===== config.mk =====
export PLATFORM = sky130hd
export DESIGN_NAME = vga_block_engine
export DESIGN_NICKNAME = d
export VERILOG_FILES = /design/src/rtl/vga_block_pkg.sv /design/src/rtl/key_debounce.sv /design/src/rtl/vga_block_engine.sv
export SDC_FILE = /design/constraint.sdc
export NUM_CORES = 1
export LEC_CHECK = 0
export ABC_AREA = 1
export BUFFER_PORTS_ARGS = -buffer_cell sky130_fd_sc_hd__buf_2
export CAP_MARGIN = 15
export CORE_UTILIZATION = 66
export CTS_CLUSTER_SIZE = 28
export DETAILED_ROUTE_END_ITERATION = 8
export PLACE_DENSITY = 0.9
export REMOVE_ABC_BUFFERS = 1
export SLEW_MARGIN = 40
export SYNTH_ARGS = -nofsm -noshare
export SYNTH_HDL_FRONTEND = slang
export SYNTH_SLANG_ARGS = --single-unit

===== constraint.sdc =====
create_clock -name vga_clk -period 3.26 [get_ports vga_clk]
set_input_delay 0.163 -clock vga_clk [delete_from_list [all_inputs] [get_ports vga_clk]]
set_output_delay 0.163 -clock vga_clk [all_outputs]
set_load 0.01 [all_outputs]

===== src/rtl/vga_block_pkg.sv =====
// Shared constants and enums for the multi-block VGA pixel generator.
// Screen defaults, colours, palette, operating mode and update-FSM states.
package vga_block_pkg;

  localparam int H_DISP_DEF = 640;
  localparam int V_DISP_DEF = 480;

  localparam logic [11:0] COLOR_BG  = 12'hFFF;
  localparam logic [11:0] COLOR_SEL = 12'h000;

  // Entry 0 is the rightmost element.
  localparam logic [7:0][11:0] PALETTE = {
    12'h888, 12'hF80, 12'h0FF, 12'hF0F,
    12'hFF0, 12'h00F, 12'h0F0, 12'hF00
  };

  typedef enum logic {
    MODE_MANUAL = 1'b0,
    MODE_AUTO   = 1'b1
  } mode_t;

  typedef enum logic {
    ST_IDLE = 1'b0,
    ST_UPD  = 1'b1
  } state_t;

endpackage


===== src/rtl/key_debounce.sv =====
// Key conditioner: 2-FF synchroniser, stability-window debouncer, 1-cycle press pulse.
// Press pulse appears DEB_CYCLES+2 cycles after a clean raw falling edge; no backpressure.
module key_debounce #(
  parameter int DEB_CYCLES = 500000
) (
  input  logic i_clk,
  input  logic i_rst_n,
  input  logic i_key,
  output logic o_level,
  output logic o_press
);

  localparam int CNT_W = (DEB_CYCLES > 1) ? $clog2(DEB_CYCLES) : 1;

  logic             r_sync1;
  logic             r_sync2;
  logic             r_level;
  logic             r_press;
  logic [CNT_W-1:0] r_cnt;

  always_ff @(posedge i_clk or negedge i_rst_n) begin
    if (!i_rst_n) begin
      r_sync1 <= 1'b1;
      r_sync2 <= 1'b1;
      r_level <= 1'b1;
      r_press <= 1'b0;
      r_cnt   <= '0;
    end else begin
      r_sync1 <= i_key;
      r_sync2 <= r_sync1;
      r_press <= 1'b0;
      if (r_sync2 == r_level) begin
        r_cnt <= '0;
      end else if (r_cnt == CNT_W'(DEB_CYCLES - 1)) begin
        // A released level turning low is the press.
        r_cnt   <= '0;
        r_level <= r_sync2;
        r_press <= r_level;
      end else begin
        r_cnt <= r_cnt + CNT_W'(1);
      end
    end
  end

  assign o_level = r_level;
  assign o_press = r_press;

endmodule


===== src/rtl/vga_block_engine.sv =====
// Multi-block pixel generator: per-frame block update FSM plus registered 1-cycle pixel lookup.
// No backpressure; VGA_BLOCK_AUTO_EN builds the bouncing AUTO mode, otherwise manual only.
module vga_block_engine
  import vga_block_pkg::*;
#(
  parameter int H_DISP     = H_DISP_DEF,
  parameter int V_DISP     = V_DISP_DEF,
  parameter int BLOCK_W    = 20,
  parameter int NUM_BLOCKS = 4,
  parameter int STEP       = 2,
  parameter int DEB_CYCLES = 500000
) (
  input  logic        vga_clk,
  input  logic        sys_rst_n,
  input  logic [3:0]  key,
  input  logic [9:0]  pixel_xpos,
  input  logic [9:0]  pixel_ypos,
  output logic [11:0] pixel_data,
  output logic [2:0]  sel_idx,
  output logic        mode
);

  localparam int IDX_W = (NUM_BLOCKS > 1) ? $clog2(NUM_BLOCKS) : 1;
  localparam logic signed [10:0] X_MAX  = 11'(H_DISP - BLOCK_W);
  localparam logic signed [10:0] STEP_S = 11'(STEP);

  logic [3:0] w_lvl;
  logic [3:0] w_press;

  for (genvar k = 0; k < 4; k++) begin : g_key
    key_debounce #(.DEB_CYCLES(DEB_CYCLES)) u_deb (
      .i_clk   (vga_clk),
      .i_rst_n (sys_rst_n),
      .i_key   (key[k]),
      .o_level (w_lvl[k]),
      .o_press (w_press[k])
    );
  end

  logic w_unused;
  assign w_unused = &{1'b0, w_lvl[3:2], w_press[1:0], w_press[3]};

  logic [2:0] r_sel;
  mode_t      w_mode;

  always_ff @(posedge vga_clk or negedge sys_rst_n) begin
    if (!sys_rst_n) begin
      r_sel <= '0;
    end else if (w_press[2]) begin
      r_sel <= (r_sel == 3'(NUM_BLOCKS - 1)) ? 3'd0 : r_sel + 3'd1;
    end
  end

`ifdef VGA_BLOCK_AUTO_EN
  localparam logic signed [10:0] Y_MAX = 11'(V_DISP - BLOCK_W);
  mode_t r_mode;
  always_ff @(posedge vga_clk or negedge sys_rst_n) begin
    if (!sys_rst_n) begin
      r_mode <= MODE_MANUAL;
    end else if (w_press[3]) begin
      r_mode <= (r_mode == MODE_AUTO) ? MODE_MANUAL : MODE_AUTO;
    end
  end
  assign w_mode = r_mode;
`else
  assign w_mode = MODE_MANUAL;
`endif

  logic w_frame_tick;
  assign w_frame_tick = (pixel_xpos == 10'(H_DISP - 1)) && (pixel_ypos == 10'(V_DISP - 1));

  state_t           r_state;
  logic [IDX_W-1:0] r_idx;
  logic [IDX_W-1:0] r_sel_l;
  logic             r_left_l;
  logic             r_right_l;
  logic [9:0]       r_x [NUM_BLOCKS];
  logic [9:0]       r_y [NUM_BLOCKS];
`ifdef VGA_BLOCK_AUTO_EN
  mode_t            r_mode_l;
  logic             r_dx_neg [NUM_BLOCKS];
  logic             r_dy_neg [NUM_BLOCKS];
`endif

  logic signed [10:0] w_cx;
  logic signed [10:0] w_nx_man;

  always_comb begin
    w_cx     = $signed({1'b0, r_x[r_idx]});
    w_nx_man = w_cx;
    if (r_idx == r_sel_l && r_left_l && !r_right_l) begin
      w_nx_man = w_cx - STEP_S;
      if (w_nx_man < 11'sd0) w_nx_man = '0;
    end else if (r_idx == r_sel_l && r_right_l && !r_left_l) begin
      w_nx_man = w_cx + STEP_S;
      if (w_nx_man > X_MAX) w_nx_man = X_MAX;
    end
  end

`ifdef VGA_BLOCK_AUTO_EN
  logic signed [10:0] w_cy;
  logic signed [10:0] w_nx_auto;
  logic signed [10:0] w_ny_auto;
  logic               w_flip_x;
  logic               w_flip_y;

  // Hitting an edge clamps to it and reverses in the same cycle.
  always_comb begin
    w_cy      = $signed({1'b0, r_y[r_idx]});
    w_flip_x  = 1'b0;
    w_flip_y  = 1'b0;
    w_nx_auto = r_dx_neg[r_idx] ? w_cx - STEP_S : w_cx + STEP_S;
    w_ny_auto = r_dy_neg[r_idx] ? w_cy - STEP_S : w_cy + STEP_S;
    if (w_nx_auto > X_MAX) begin
      w_nx_auto = X_MAX;
      w_flip_x  = 1'b1;
    end else if (w_nx_auto < 11'sd0) begin
      w_nx_auto = '0;
      w_flip_x  = 1'b1;
    end
    if (w_ny_auto > Y_MAX) begin
      w_ny_auto = Y_MAX;
      w_flip_y  = 1'b1;
    end else if (w_ny_auto < 11'sd0) begin
      w_ny_auto = '0;
      w_flip_y  = 1'b1;
    end
  end
`endif

  always_ff @(posedge vga_clk or negedge sys_rst_n) begin
    if (!sys_rst_n) begin
      r_state   <= ST_IDLE;
      r_idx     <= '0;
      r_sel_l   <= '0;
      r_left_l  <= 1'b0;
      r_right_l <= 1'b0;
`ifdef VGA_BLOCK_AUTO_EN
      r_mode_l  <= MODE_MANUAL;
`endif
      for (int i = 0; i < NUM_BLOCKS; i++) begin
        r_x[i] <= 10'(i * 2 * BLOCK_W);
        r_y[i] <= 10'(i * 2 * BLOCK_W);
`ifdef VGA_BLOCK_AUTO_EN
        r_dx_neg[i] <= 1'b0;
        r_dy_neg[i] <= 1'b0;
`endif
      end
    end else begin
      case (r_state)
        ST_IDLE: begin
          if (w_frame_tick) begin
            r_sel_l   <= r_sel[IDX_W-1:0];
            r_left_l  <= ~w_lvl[0];
            r_right_l <= ~w_lvl[1];
`ifdef VGA_BLOCK_AUTO_EN
            r_mode_l  <= r_mode;
`endif
            r_idx     <= '0;
            r_state   <= ST_UPD;
          end
        end
        ST_UPD: begin
`ifdef VGA_BLOCK_AUTO_EN
          if (r_mode_l == MODE_AUTO) begin
            r_x[r_idx]      <= w_nx_auto[9:0];
            r_y[r_idx]      <= w_ny_auto[9:0];
            r_dx_neg[r_idx] <= r_dx_neg[r_idx] ^ w_flip_x;
            r_dy_neg[r_idx] <= r_dy_neg[r_idx] ^ w_flip_y;
          end else begin
            r_x[r_idx] <= w_nx_man[9:0];
          end
`else
          r_x[r_idx] <= w_nx_man[9:0];
`endif
          if (r_idx == IDX_W'(NUM_BLOCKS - 1)) begin
            r_state <= ST_IDLE;
          end else begin
            r_idx <= r_idx + IDX_W'(1);
          end
        end
        default: r_state <= ST_IDLE;
      endcase
    end
  end

  logic [11:0] w_pix;
  logic [10:0] w_dx;
  logic [10:0] w_dy;
  logic [11:0] r_pix;

  // Scan high to low so the lowest index is written last and wins.
  always_comb begin
    w_pix = COLOR_BG;
    w_dx  = '0;
    w_dy  = '0;
    if ({1'b0, pixel_xpos} < 11'(H_DISP) && {1'b0, pixel_ypos} < 11'(V_DISP)) begin
      for (int i = NUM_BLOCKS - 1; i >= 0; i--) begin
        w_dx = {1'b0, pixel_xpos} - {1'b0, r_x[i]};
        w_dy = {1'b0, pixel_ypos} - {1'b0, r_y[i]};
        if (w_dx < 11'(BLOCK_W) && w_dy < 11'(BLOCK_W)) begin
          if (w_mode == MODE_MANUAL && r_sel == 3'(i) &&
              (w_dx < 11'd2 || w_dx >= 11'(BLOCK_W - 2) ||
               w_dy < 11'd2 || w_dy >= 11'(BLOCK_W - 2))) begin
            w_pix = COLOR_SEL;
          end else begin
            w_pix = PALETTE[i];
          end
        end
      end
    end
  end

  always_ff @(posedge vga_clk or negedge sys_rst_n) begin
    if (!sys_rst_n) begin
      r_pix <= COLOR_BG;
    end else begin
      r_pix <= w_pix;
    end
  end

  assign pixel_data = r_pix;
  assign sel_idx    = r_sel;
  assign mode       = (w_mode == MODE_AUTO);

endmodule


==> flow_results.xml <==
<?xml version="1.0" encoding="UTF-8"?>
<metrics>
  <group name="outcome">
    <metric name="run_status" unit="">complete, no violations</metric>
  </group>
  <group name="worst_setup_path">
    <metric name="timing.critical_path.fanout_max" unit="">20</metric>
    <metric name="cp.arrival" unit="ns">2.99</metric>
    <metric name="critical_path.slowest_cell" unit="">dfrtp_1</metric>
    <metric name="timing.critical_path.mode_cell" unit="">nand2_1</metric>
    <metric name="critical-path-max-stage-delay" unit="ns">0.40</metric>
    <metric name="setup.reg_to_reg.worst_slack" unit="ns">0.61</metric>
    <metric name="cp_cell_sequence" unit="">inv_2 -&gt; nand2_1 -&gt; nand2_1 -&gt; nand2_1 -&gt; nand2_1 -&gt; ha_1 -&gt; nand2_2 -&gt; nor3_4 -&gt; nand2_1 -&gt; o21ai_1 -&gt; nand3_2 -&gt; nand2_4 -&gt; inv_2 -&gt; o21bai_2 -&gt; nand2_1 -&gt; nand2_1 -&gt; nand2_1</metric>
    <metric name="critPathCaptureType" unit="">register</metric>
    <metric name="rr_endpoint" unit="">r_x[23]$_DFFE_PN1P_</metric>
    <metric name="crit_type" unit="">reg2reg</metric>
    <metric name="worstReg2RegStart" unit="">r_idx[0]$_DFFE_PN0P_</metric>
    <metric name="critPathLaunchType" unit="">register</metric>
    <metric name="required" unit="ns">3.60</metric>
    <metric name="worst_case_reg_to_reg_path_depth" unit="">17</metric>
  </group>
  <group name="floorplan">
    <metric name="chip_height" unit="um">117.8</metric>
    <metric name="initial_utilization" unit="%">69.05</metric>
    <metric name="die_area" unit="sq um">13890</metric>
    <metric name="dieWidth" unit="um">117.8</metric>
    <metric name="core.rowCount" unit="">41</metric>
    <metric name="core_area" unit="sq um">12820</metric>
    <metric name="io_pins" unit="">42</metric>
  </group>
  <group name="timing">
    <metric name="finalHoldViolCount" unit="">0</metric>
    <metric name="clock.fmax" unit="GHz">0.3775</metric>
    <metric name="setup_slack" unit="ns">0.6108</metric>
    <metric name="max_slew_margin" unit="%">59.48</metric>
    <metric name="setup_viol" unit="">0</metric>
    <metric name="timing_max_transition_violations_final" unit="">0</metric>
    <metric name="finalWorstPathRequiredPeriod" unit="ns">2.649</metric>
    <metric name="grt_setup_unrepaired" unit="">no</metric>
    <metric name="tns" unit="ns">0</metric>
    <metric name="tightestPinTransition" unit="ns">0.6079</metric>
    <metric name="period_share" unit="%">81.26</metric>
    <metric name="skew" unit="ns">0.006845</metric>
  </group>
  <group name="logic_synthesis">
    <metric name="synth_async_sr_flop_share" unit="%">100.0</metric>
    <metric name="synth-compound-area-share" unit="%">8.661</metric>
    <metric name="synth_area" unit="sq um">8856</metric>
    <metric name="yosys_most_used_dff" unit="">dfrtp_1</metric>
    <metric name="post_synth_and_or_nand_nor_area_fraction" unit="%">33.53</metric>
    <metric name="portion_of_netlist_area_occupied_by_mux_cells" unit="%">0.3673</metric>
    <metric name="postSynthRegisterBits" unit="">120</metric>
    <metric name="syn_area_per_cell" unit="sq um">7.136</metric>
    <metric name="yosys.cell_types.count" unit="">50</metric>
    <metric name="yosys-top-cells-count" unit="">nand2_1 (360), inv_1 (168), nor2_1 (115)</metric>
    <metric name="number_of_synthesized_flops_with_an_enable_pin" unit="">0</metric>
    <metric name="post_synthesis_share_of_cell_area_spent_on_xor_and_xnor_gates" unit="%">5.242</metric>
    <metric name="post_synth_fa_ha_maj_area_fraction" unit="%">8.392</metric>
    <metric name="post_synth_main_area_contributors" unit="">dfrtp_1 (28%), nand2_1 (15%), ha_1 (7.5%), inv_1 (7.1%), dfstp_2 (5.9%)</metric>
    <metric name="most_area_hungry_cell_type_in_the_yosys_netlist" unit="">dfrtp_1</metric>
    <metric name="synth_cells" unit="">1241</metric>
    <metric name="yosys.cell_count.top_type" unit="">nand2_1</metric>
    <metric name="ys_seq_area_share" unit="%">34.19</metric>
    <metric name="synth_top_family_by_area" unit="">simple AND/OR/NAND/NOR gates</metric>
    <metric name="yosys_warnings" unit="">40</metric>
    <metric name="synthDominantCellAreaShare" unit="%">28.26</metric>
  </group>
  <group name="power_and_ir_drop">
    <metric name="power.ir.vdd_worst" unit="V">0.0003671</metric>
    <metric name="p_comb_share" unit="%">8.9</metric>
    <metric name="internal_power" unit="mW">2.856</metric>
    <metric name="pwr-share-seq" unit="%">40.5</metric>
    <metric name="clock_power_share" unit="%">50.6</metric>
    <metric name="power.net_switching" unit="mW">0.8870</metric>
    <metric name="netSwitchingFraction" unit="%">23.70</metric>
    <metric name="power-per-cell-area" unit="nW/um^2">381.8</metric>
    <metric name="leakage" unit="nW">4.734</metric>
  </group>
  <group name="cts">
    <metric name="post_cts.resized_instances" unit="">0</metric>
    <metric name="cts-root-buf" unit="">clkbuf_16</metric>
    <metric name="worstSkewPairLatency" unit="ns">0.42</metric>
    <metric name="cts_buffers" unit="">17</metric>
    <metric name="h-tree-depth" unit="">4</metric>
    <metric name="clock_tree.buffer_depth" unit="">2</metric>
    <metric name="cts_tree" unit="">built</metric>
    <metric name="clkSinkCount" unit="">120</metric>
    <metric name="clkTransAtPathRegs" unit="ns">0.05</metric>
  </group>
  <group name="route">
    <metric name="detail_route.iter0.violations" unit="">887</metric>
    <metric name="final_antenna_net_count" unit="">0</metric>
    <metric name="drt-pass1-iter-count" unit="">7</metric>
    <metric name="postRouteWirelength" unit="mm">22.02</metric>
    <metric name="via_count" unit="">8462</metric>
    <metric name="via_density_per_instance" unit="">5.749</metric>
    <metric name="wl_per_cell" unit="um">14.96</metric>
    <metric name="drc_errors" unit="">0</metric>
  </group>
  <group name="cells_and_area">
    <metric name="final_util" unit="%">76.44</metric>
    <metric name="drive_above_1_share" unit="%">11.62</metric>
    <metric name="n_antenna_cell" unit="">0</metric>
    <metric name="number_of_fillers_in_the_final_layout" unit="">893</metric>
    <metric name="area_growth_from_synthesis_to_layout" unit="%">10.70</metric>
    <metric name="nNetsFinal" unit="">1370</metric>
    <metric name="post_route_cell_area" unit="sq um">9803</metric>
  </group>
  <group name="min_path">
    <metric name="timing.hold.worst.start" unit="">pixel_ypos[9]</metric>
    <metric name="whs_path_depth" unit="">5</metric>
    <metric name="class_of_the_worst_hold_path" unit="">in2reg</metric>
    <metric name="min_delay_worst_endpoint" unit="">pixel_data[3]$_DFF_PN1_</metric>
  </group>
  <group name="global_route">
    <metric name="grt_pass1_wl" unit="mm">36.29</metric>
    <metric name="pin_count_of_the_biggest_net_entering_global_routing" unit="">65</metric>
    <metric name="track_usage" unit="%">32.86</metric>
    <metric name="grt_antenna_before_repair" unit="">0</metric>
    <metric name="gr-total-overflow" unit="">0</metric>
    <metric name="grt_pass1_vias" unit="">7869</metric>
  </group>
  <group name="placement">
    <metric name="detailed_place_hpwl" unit="mm">15.49</metric>
    <metric name="post-place-ws" unit="ns">0.6660</metric>
    <metric name="gp_congestion" unit="">0.9263</metric>
    <metric name="post_dp_cell_area" unit="sq um">9169</metric>
    <metric name="place.port_buffers" unit="">39</metric>
  </group>
  <group name="run">
    <metric name="max-cap-violations" unit="">0</metric>
  </group>
</metrics>
==> state kept, by name, summed over array words and instances (netlist names) <==
signal and count:
g_key.u_deb.r_cnt 57, r_x 40, g_key.u_deb.o_level 3, g_key.u_deb.r_sync1 3, g_key.u_deb.r_sync2 3, pixel_data 3, sel_idx 3, r_idx 2
r_sel_l 2, g_key.u_deb.o_press 1, r_left_l 1, r_right_l 1, r_state 1
==> layer usage <==
metal,track usage [%],vias to the layer above,wire length [um]
met3,6.928,51,1820
li1,-,4072,-
met4,12.58,0,469
met2,53.60,390,10480
met1,42.86,3949,9250
met5,0,-,0
==> worst max-delay path, delay by kind of cell, from the launching register on <==
kind / cells / cell delay [ns]
and+or+nand+nor: 12 / 1.37
buffers and inverters: 2 / 0.33
adders and majority gates: 1 / 0.21
DFF: 1 / 0.40
AOI/OAI and AO/OA: 2 / 0.24
==> layout by cell type, fill, tap and decap left out, types with 27 or more instances in the layout <==
master   instances
nand2_1        360
inv_1          168
nor2_1         115
dfrtp_1        100
nand3_1         82
a21oi_1         53
ha_1            53
o21ai_0         44
xor2_1          39
buf_2           38
nor3_1          27
==> through the flow <==
step,std cells,hold WS (ns),power (mW)
2_1_floorplan,1218,-0.1326,1.752
3_3_place_gp,1436,0.2677,1.851
3_5_place_dp,1436,0.2699,1.862
4_1_cts,1472,0.1119,3.732
5_1_grt,1472,0.1341,3.852
6_report,1472,0.1143,3.743
==> how the worst max path moves through the flow <==
stage                              end  slack (ns)                  from
2_1_floorplan      r_x[18]$_DFFE_PN0P_        0.60  r_idx[0]$_DFFE_PN0P_
3_3_place_gp   pixel_data[7]$_DFF_PN1_        0.72         pixel_xpos[0]
3_5_place_dp   pixel_data[7]$_DFF_PN1_        0.67         pixel_xpos[0]
4_1_cts            r_x[15]$_DFFE_PN0P_        0.66  r_idx[0]$_DFFE_PN0P_
5_1_grt            r_x[15]$_DFFE_PN0P_        0.35  r_idx[0]$_DFFE_PN0P_
6_report           r_x[23]$_DFFE_PN1P_        0.61  r_idx[0]$_DFFE_PN0P_
==> power groups by stage <==
stage               sequential, mW  clock, mW  combinational [mW]
finish                        1.52       1.89               0.333
detailed placement            1.54          0               0.321
CTS                           1.52       1.89               0.328
global placement              1.54          0               0.310
global route                  1.52       1.95               0.380
floorplan                     1.54          0               0.213
==> cells by family (layout without fill, tap and decap cells) <==
| kind of cell | count (synthesis) | count (layout) |
|---|---|---|
| other | 1 | 1 |
| muxes | 3 | 3 |
| adders and majority gates | 57 | 57 |
| buffers and inverters | 205 | 264 |
| DFF | 120 | 120 |
| AOI/OAI and AO/OA | 134 | 134 |
| and+or+nand+nor | 668 | 668 |
| xor gates and xnor gates | 53 | 53 |
==> cell type report <==
class                   count  area [sq um]  area share (%)
clock buffers              23         467.9           4.773
clock inverters             9         122.6           1.251
inverters                 182         683.2           6.969
multi-input cells         916          4980           50.80
flip-flops and latches    120          3028           30.89
well taps                 172         215.2           2.195
repair buffers             50         306.5           3.127
==> timing repair <==
action | 4_1_cts | 5_1_grt
setup buffers | 0 | 0
endpoints found under the hold margin | 51 | 0
hold buffers | 4 | 0
endpoints found under the setup margin | 0 | 0
(Power assumes the default switching activity.)
